$ cat config.mk
export PLATFORM = sky130hd
export DESIGN_NAME = booth_div
export DESIGN_NICKNAME = d
export VERILOG_FILES = /design/src/rtl/booth_div.sv
export SDC_FILE = /design/constraint.sdc
export NUM_CORES = 1
export LEC_CHECK = 0
export BUFFER_PORTS_ARGS = -buffer_cell sky130_fd_sc_hd__buf_2
export CORE_ASPECT_RATIO = 1.75
export CORE_MARGIN = 5
export CORE_UTILIZATION = 53
export CTS_CLUSTER_DIAMETER = 100
export CTS_CLUSTER_SIZE = 8
export DETAILED_ROUTE_END_ITERATION = 8
export PLACE_DENSITY = 0.81
export SYNTH_ARGS = -nofsm -noshare
export SYNTH_HDL_FRONTEND = slang
export SYNTH_SLANG_ARGS = --single-unit
$ cat constraint.sdc
create_clock -name clk -period 2 [get_ports clk]
set_input_delay 0.1 -clock clk [delete_from_list [all_inputs] [get_ports clk]]
set_output_delay 0.1 -clock clk [all_outputs]
set_load 0.01 [all_outputs]
$ cat src/rtl/booth_div.sv
// -----------------------------------------------------------------------------
// booth_div
//   Sequential signed radix-2 restoring divider, one quotient bit per clock.
//   Divides two's-complement A by B and returns a quotient truncated toward
//   zero plus a remainder carrying the sign of A, so that A = Q*B + R.
//   The en/done handshake matches booth_mult, so one controller can drive both.
//
//   Latency: done rises width+1 edges after the start edge.
//
// Parameters
//   width     operand / result width in bits (>= 2)
//
// Ports
//   clk       rising-edge clock
//   rst_n     asynchronous active-low reset
//   en        request level; hold high until done is seen, drop to release
//   A         signed dividend, sampled on the start edge only
//   B         signed divisor, sampled on the start edge only
//   done      result valid (registered)
//   Q         signed quotient (registered, held until the next result)
//   R         signed remainder (registered, held until the next result)
//   div_zero  divide-by-zero flag, present only when DIV_ZERO_DET_EN is defined
//
// Configuration
//   DIV_ZERO_DET_EN  when defined, adds div_zero and a one-edge fast path
//                    for B = 0. When undefined, B = 0 takes the full
//                    iteration sequence and yields the same Q/R.
// -----------------------------------------------------------------------------
`timescale 1ns/1ps

module booth_div #(
    parameter int width = 8
) (
    input  logic             clk,
    input  logic             rst_n,
    input  logic             en,
    input  logic [width-1:0] A,
    input  logic [width-1:0] B,
    output logic             done,
    output logic [width-1:0] Q,
    output logic [width-1:0] R
`ifdef DIV_ZERO_DET_EN
    ,
    output logic             div_zero
`endif
);

    localparam int CW = (width > 2) ? $clog2(width) : 1;

    localparam logic [1:0] S_IDLE = 2'd0;
    localparam logic [1:0] S_CALC = 2'd1;
    localparam logic [1:0] S_FIX  = 2'd2;
    localparam logic [1:0] S_DONE = 2'd3;

    logic [1:0]       state_q, state_d;
    logic [CW-1:0]    cnt_q, cnt_d;
    logic [width-1:0] quo_q, quo_d;     // dividend magnitude, shifted into quotient
    logic [width-1:0] dvs_q, dvs_d;     // divisor magnitude
    logic [width-1:0] rem_q, rem_d;     // partial remainder (always < divisor)
    logic             sign_a_q, sign_a_d;
    logic             neg_quo_q, neg_quo_d;
    logic             done_q, done_d;
    logic [width-1:0] q_q, q_d;
    logic [width-1:0] r_q, r_d;
`ifdef DIV_ZERO_DET_EN
    logic             dz_q, dz_d;
`endif

    // Magnitudes are held unsigned, so |-2^(width-1)| = 2^(width-1) fits.
    logic [width-1:0] abs_a, abs_b;
    assign abs_a = A[width-1] ? (~A + 1'b1) : A;
    assign abs_b = B[width-1] ? (~B + 1'b1) : B;

    // Shift {rem,quo} left by one and trial-subtract the divisor. The shifted
    // value is below 2^width (rem < divisor, or rem holds only the leading
    // dividend bits when the divisor is 0), so width+1 bits carry the sign.
    logic [width:0] shifted, trial;
    assign shifted = {rem_q, quo_q[width-1]};
    assign trial   = shifted - {1'b0, dvs_q};

    always_comb begin
        // NOTE: every next-state value defaults to its current value first, so
        // no path through the case statement can leave a latch behind.
        state_d   = state_q;
        cnt_d     = cnt_q;
        quo_d     = quo_q;
        dvs_d     = dvs_q;
        rem_d     = rem_q;
        sign_a_d  = sign_a_q;
        neg_quo_d = neg_quo_q;
        done_d    = done_q;
        q_d       = q_q;
        r_d       = r_q;
`ifdef DIV_ZERO_DET_EN
        dz_d      = dz_q;
`endif

        case (state_q)
            S_IDLE: begin
                if (en) begin
                    quo_d    = abs_a;
                    dvs_d    = abs_b;
                    rem_d    = '0;
                    cnt_d    = '0;
                    sign_a_d = A[width-1];
                    // A zero divisor has no sign; leaving the all-ones
                    // quotient un-negated keeps Q = -1 for every A.
                    neg_quo_d = (A[width-1] ^ B[width-1]) & (B != '0);
                    state_d   = S_CALC;
`ifdef DIV_ZERO_DET_EN
                    if (B == '0) state_d = S_FIX;
`endif
                end
            end

            S_CALC: begin
                if (!trial[width]) begin
                    rem_d = trial[width-1:0];
                    quo_d = {quo_q[width-2:0], 1'b1};
                end else begin
                    rem_d = shifted[width-1:0];
                    quo_d = {quo_q[width-2:0], 1'b0};
                end
                cnt_d = cnt_q + 1'b1;
                if (cnt_q == CW'(width - 1)) state_d = S_FIX;
            end

            S_FIX: begin
                q_d     = neg_quo_q ? (~quo_q + 1'b1) : quo_q;
                r_d     = sign_a_q  ? (~rem_q + 1'b1) : rem_q;
`ifdef DIV_ZERO_DET_EN
                // Fast path skipped the iterations: quo still holds |A|.
                dz_d = (dvs_q == '0);
                if (dvs_q == '0) begin
                    q_d = '1;
                    r_d = sign_a_q ? (~quo_q + 1'b1) : quo_q;
                end
`endif
                done_d  = 1'b1;
                state_d = S_DONE;
            end

            default: begin  // S_DONE
                if (!en) begin
                    done_d  = 1'b0;
                    state_d = S_IDLE;
                end
            end
        endcase
    end

    // NOTE: working registers are reset along with the visible state; none of
    // them is a memory array, so the reset costs nothing and keeps X out of
    // simulation after a mid-operation abort.
    always_ff @(posedge clk or negedge rst_n) begin
        if (!rst_n) begin
            state_q   <= S_IDLE;
            cnt_q     <= '0;
            quo_q     <= '0;
            dvs_q     <= '0;
            rem_q     <= '0;
            sign_a_q  <= 1'b0;
            neg_quo_q <= 1'b0;
            done_q    <= 1'b0;
            q_q       <= '0;
            r_q       <= '0;
`ifdef DIV_ZERO_DET_EN
            dz_q      <= 1'b0;
`endif
        end else begin
            // NOTE: non-blocking assignments so every register samples the
            // pre-edge values regardless of statement order.
            state_q   <= state_d;
            cnt_q     <= cnt_d;
            quo_q     <= quo_d;
            dvs_q     <= dvs_d;
            rem_q     <= rem_d;
            sign_a_q  <= sign_a_d;
            neg_quo_q <= neg_quo_d;
            done_q    <= done_d;
            q_q       <= q_d;
            r_q       <= r_d;
`ifdef DIV_ZERO_DET_EN
            dz_q      <= dz_d;
`endif
        end
    end

    assign done = done_q;
    assign Q    = q_q;
    assign R    = r_q;
`ifdef DIV_ZERO_DET_EN
    assign div_zero = dz_q;
`endif

endmodule

[Yosys cells after proc, flatten, opt, wreduce, memory -nomap -nowiden]
Index checks and enable logic that the tools add are counted.
Storage, ports and cells
  flip-flop bits (word level): 48
  word-level logic and storage cells: 56
Operators by class
  add/subtract/negate cells: 6
  equality and inequality tests: 7
  muxes and demuxes: 18
  bitwise gates (word level): 7
  reduce and logical (&&, ||, !) cells: 8
Operator list (number)
  $mux 8: 7
  $add 8x1->8 const B: 4
  $not 8->8: 4
  $pmux 8 s2: 2
  $sub 9x8->9: 1
  $reduce_bool 8->1: 1
  $mux 2: 3
  $pmux 2 s3: 1
  $pmux 3 s2: 1
  $reduce_and 2->1: 3
  $ne 2x2->1 const B: 2
  $ne 4x1->1 const B: 1
  $add 3x1->3 const B: 1
  $eq 3x3->1 const B: 1
  $mux 3: 1
  $reduce_and 3->1: 1
  $eq 2x1->1 const B: 1
  $eq 2x2->1 const B: 1
  $logic_not 2->1: 1
  $mux 1: 2
  $ne 2x1->1 const B: 1
  $pmux 1 s2: 1
  $reduce_bool 2->1: 1
  $reduce_or 2->1: 1
  other kinds (3): 3

[Depth between registers and ports, before layout]
  depth in word-level cells: 5
  mapped depth: 9
  gate-level depth less buffers: 8

[Worst setup path before layout]
No wires, ideal clock.
  path kind: reg-to-reg
  start point: reg quo_q[7]
  end point: reg rem_q[0]
  arrival time: 2.047 ns
  data required time: 1.905 ns
  setup slack: -0.143 ns
  stages on the path, launching flop included: 10
  buffers on the path: 1
  clock period less this slack: 2.143 ns
  path through: dfrtp_1 > inv_1 > ha_1 > fa_1 > nand2b_1 > a21oi_1 > a2bb2oi_1 > buf_4 > a21oi_1 > o31ai_1
On the way
  cells in the longest elaborated chain, start to end: 3
RTL lines
  from (decl): line 57  | logic [width-1:0] quo_q, quo_d;
  from (signal assigned): line 175  | quo_q <= quo_d;
  $sub 9x8->9: line 79  | assign trial = shifted - {1'b0, dvs_q};
  $mux 8 (*): line 117  | if (!trial[width]) begin
  $pmux 8 s2 (*): line 98  | case (state_q)
  to (signal assigned): line 177  | rem_q <= rem_d;
  to (decl): line 59  | logic [width-1:0] rem_q, rem_d;
Every way passes the cells marked *; elsewhere a longest branch is shown, timed or not.
A chain may end at the register's enable or synchronous reset.

[Final worst setup path]
  start point: reg rem_q[0]
  end point: reg rem_q[0]
On the way
  cells in the longest elaborated chain, start to end: 3
RTL lines (line)
  $sub 9x8->9: 79
  $mux 8: 117
  $pmux 8 s2: 98
No other way between the ends.

==> summary.txt <==
Outcome
  – Status: finished, violations left
  – Violated checks: setup timing

Floorplanning
  – Core Area: 5590 um2
  – Die X: about 68 um
  – Initial Utilization: 0.550
  – Die Y: between 100 and 150 um
  – Die area: 7480 um2
  – Rows: 36
  – Ports: 36

STA
  – Setup TNS: -672 ps
  – Worst Skew: between 7 and 8 ps
  – RSZ-0062 raised after global routing: yes
  – Tmin final: roughly 2100 ps
  – Max-slew violation count: 0
  – Fmax achieved: ~470 MHz
  – Worst-Margin Slew: 669 ps
  – Tcrit/Tclk final: 1.07
  – Final Hold Viols: 0
  – Slew HR: 0.554
  – Final setup viols: 9
  – Setup ws final: -132 ps
  – Fin Hold WS: between 60 and 70 ps

Critical path
  – Critical Path End Type: flip-flop
  – Max FO, Critical Path: 4
  – CP max-delay cell: dfrtp_1
  – CP Launch Type: flip-flop
  – Kind of critical path: flip-flop to flip-flop
  – Data required time of the worst path: between 2000 and 2500 ps
  – CP peak stage delay: 460 ps
  – Most used cell, CP: buf_4
  – Worst Path Arrival: approximately 2400 ps
  – Buf/Inv on CP: 3
  – Crit-path cells: inv_1 > fa_2 > nand2b_4 > a21oi_4 > o211ai_1 > buf_4 > buf_4 > and3_4 > o31ai_2
  – Top delay family on crit path: flip-flops

GRT
  – Pin count of the biggest net entering global routing: 31
  – Vias in the first global route: about 2.7k
  – First-pass GRT wire length: around 12000 um
  – Tot GR Track Use: 0.210
  – Grt total ovfl: 0
  – Initial antenna violation count: 0

Yosys
  – Distinct cell type count after synthesis: 50
  – Number of synthesized register bits: 48
  – Syn Area/Cell: about 9 um2
  – Mapped Nets: between 300 and 400
  – Primary FF master, synth: dfrtp_1
  – Syn Inst Count: approximately 340
  – Synthesized area: ~3000 um2
  – Leading area contributor after synthesis: dfrtp_1
  – Post-synth top area share: 0.391
  – Synth area leaders: dfrtp_1, ha_1, nand2_1
  – Post-synthesis async set-or-reset flop share: 1.00
  – Sequential share of the synthesized area: 0.391
  – Ys Warns: 0
  – EDFF count, synth: 0

Clock network
  – CTS tree: built
  – Clock Sinks: 48
  – Skew-Pair Late Insertion Delay: approximately 320 ps
  – CTS root buf: clkbuf_8
  – Total CTS buffers: 5
  – Clock Path Buffers: 2
  – Clock slew at reported path FFs: 90 ps
  – H-tree Lvls: 2

Power and ir drop
  – Total chip power: a little under 7 mW
  – Pwr Density: 1790 nW/um2
  – Pleak: roughly 1.8 nW
  – Worst VDD drop: between 0.8 and 0.9 mV

Layout
  – Ant diodes: 0
  – Layout Nets: ~440
  – Filler cell count: 471
  – Share of layout cells above drive strength 1: 0.276
  – Final instance area: between 3000 and 4000 um2
  – Footprint of the multi-input gates: around 1800 um2
  – Commonest non-fill, non-tap cell in the layout: dfrtp_1
  – Most frequent cells in the layout: dfrtp_1, nand2_1, buf_2
  – Register area: ~1200 um2
  – Layout area overhead: 24.1%

Drt
  – DR DRC count: 0
  – ANT nets after route: 0
  – Detailed Routing Iterations Pass 1: 5
  – Vias: roughly 2.7k
  – Vias per Instance: 5.69
  – Wire per inst: approximately 16 um
  – Initial DRC Count: 120
  – Wirelength, routed: between 7000 and 8000 um

Placed design
  – Number of port buffers: 35
  – DP Wirelength: approximately 5400 um
  – Area after DPL: 3510 um2
  – DP Worst Slack: -88.5 ps
  – Routability cong.: between 0.8 and 0.9

Job
  – Max-Cap Viols: 0

Min path
  – Hold Crit Class: input pin to flip-flop
## repair_timing
item / CTS / global route
endpoints found under the hold margin: 28 / 0
resized for setup: 12 / 16
setup endpoints to repair: 9 / 19
hold buffers: 1 / 0
pin swaps: 5 / 8
buffers inserted: 3 / 3
## cells in the mapped netlist (7+ instances only)
cell      count
ha_1         18
o211ai_1      7
o21ai_0      21
xor2_1       16
o31ai_1       9
inv_1        25
mux2i_1      10
nand2_1      47
dfrtp_1      48
clkbuf_1     13
a21oi_1      25
xnor2_1       9
nor2_1       21
## flip-flops by register name (all words and copies together), names as in the netlist
name	count
dvs_q	8
cnt_q	3
sign_a_q	1
state_q	2
quo_q	8
R	8
Q	8
rem_q	8
neg_quo_q	1
done	1
## routing by layer
layer / part of all wire / vias to the layer above / routed length, um / global-route usage
li1: - / 1316 / - / -
met1: 0.36 / 1328 / 2710 / 0.223
met2: 0.57 / 76 / 4300 / 0.373
met3: 0.037 / 23 / 283 / 0.0314
met4: 0.038 / 0 / 289 / 0.118
met5: 0 / - / 0 / 0
## power by group
part | internal (mW) | total [mW] | switching, mW
Combinational | 1.99 | 4.26 | 2.26
Clock | 0.377 | 0.742 | 0.365
Sequential | 1.42 | 1.82 | 0.402
## cell families (layout without fill, tap and decap cells)
family / after synthesis / in the layout / synth area share
and+or+nand+nor: 109 / 109 / 0.171
buffers and inverters: 42 / 104 / 0.0534
muxes: 15 / 15 / 0.0509
xor gates and xnor gates: 25 / 25 / 0.0713
AOI/OAI and AO/OA: 86 / 86 / 0.182
adders and majority gates: 19 / 19 / 0.0798
DFF: 48 / 48 / 0.391
## worst min-delay path: stages
cell and delay (ps):
buf_2 100, inv_1 60, o21ai_0 80
## path summary, 6_finish.rpt
check | depth (start not counted) | slack (ps) | start | to
hold / removal | 3 | 60 | B[0] | dvs_q[0]$_DFFE_PN0P_
setup reg to reg | 9 | -130 | rem_q[0]$_DFFE_PN0P_ | rem_q[0]$_DFFE_PN0P_
setup / recovery | 9 | -130 | rem_q[0]$_DFFE_PN0P_ | rem_q[0]$_DFFE_PN0P_
max in group asynchronous | 3 | 1040 | rst_n | rem_q[5]$_DFFE_PN0P_
min in group asynchronous | 2 | 350 | rst_n | neg_quo_q$_DFFE_PN0P_
hold reg to reg | 2 | 490 | dvs_q[4]$_DFFE_PN0P_ | dvs_q[4]$_DFFE_PN0P_
## through the flow
stage | std cells | util
finish | 482 | 0.683
global route | 482 | 0.683
CTS | 479 | 0.666
detailed placement | 467 | 0.628
global placement | 467 | 0.628
floorplan | 344 | -
## area by class of cell
type,instances,share of cell area
multi-input cells,254,0.484
flip-flops and latches,48,0.315
repair buffers,71,0.121
well taps,76,0.0249
inverters,25,0.0246
clock buffers,5,0.0181
clock inverters,3,0.0121
Note: power is estimated with default switching activity, not from simulation.
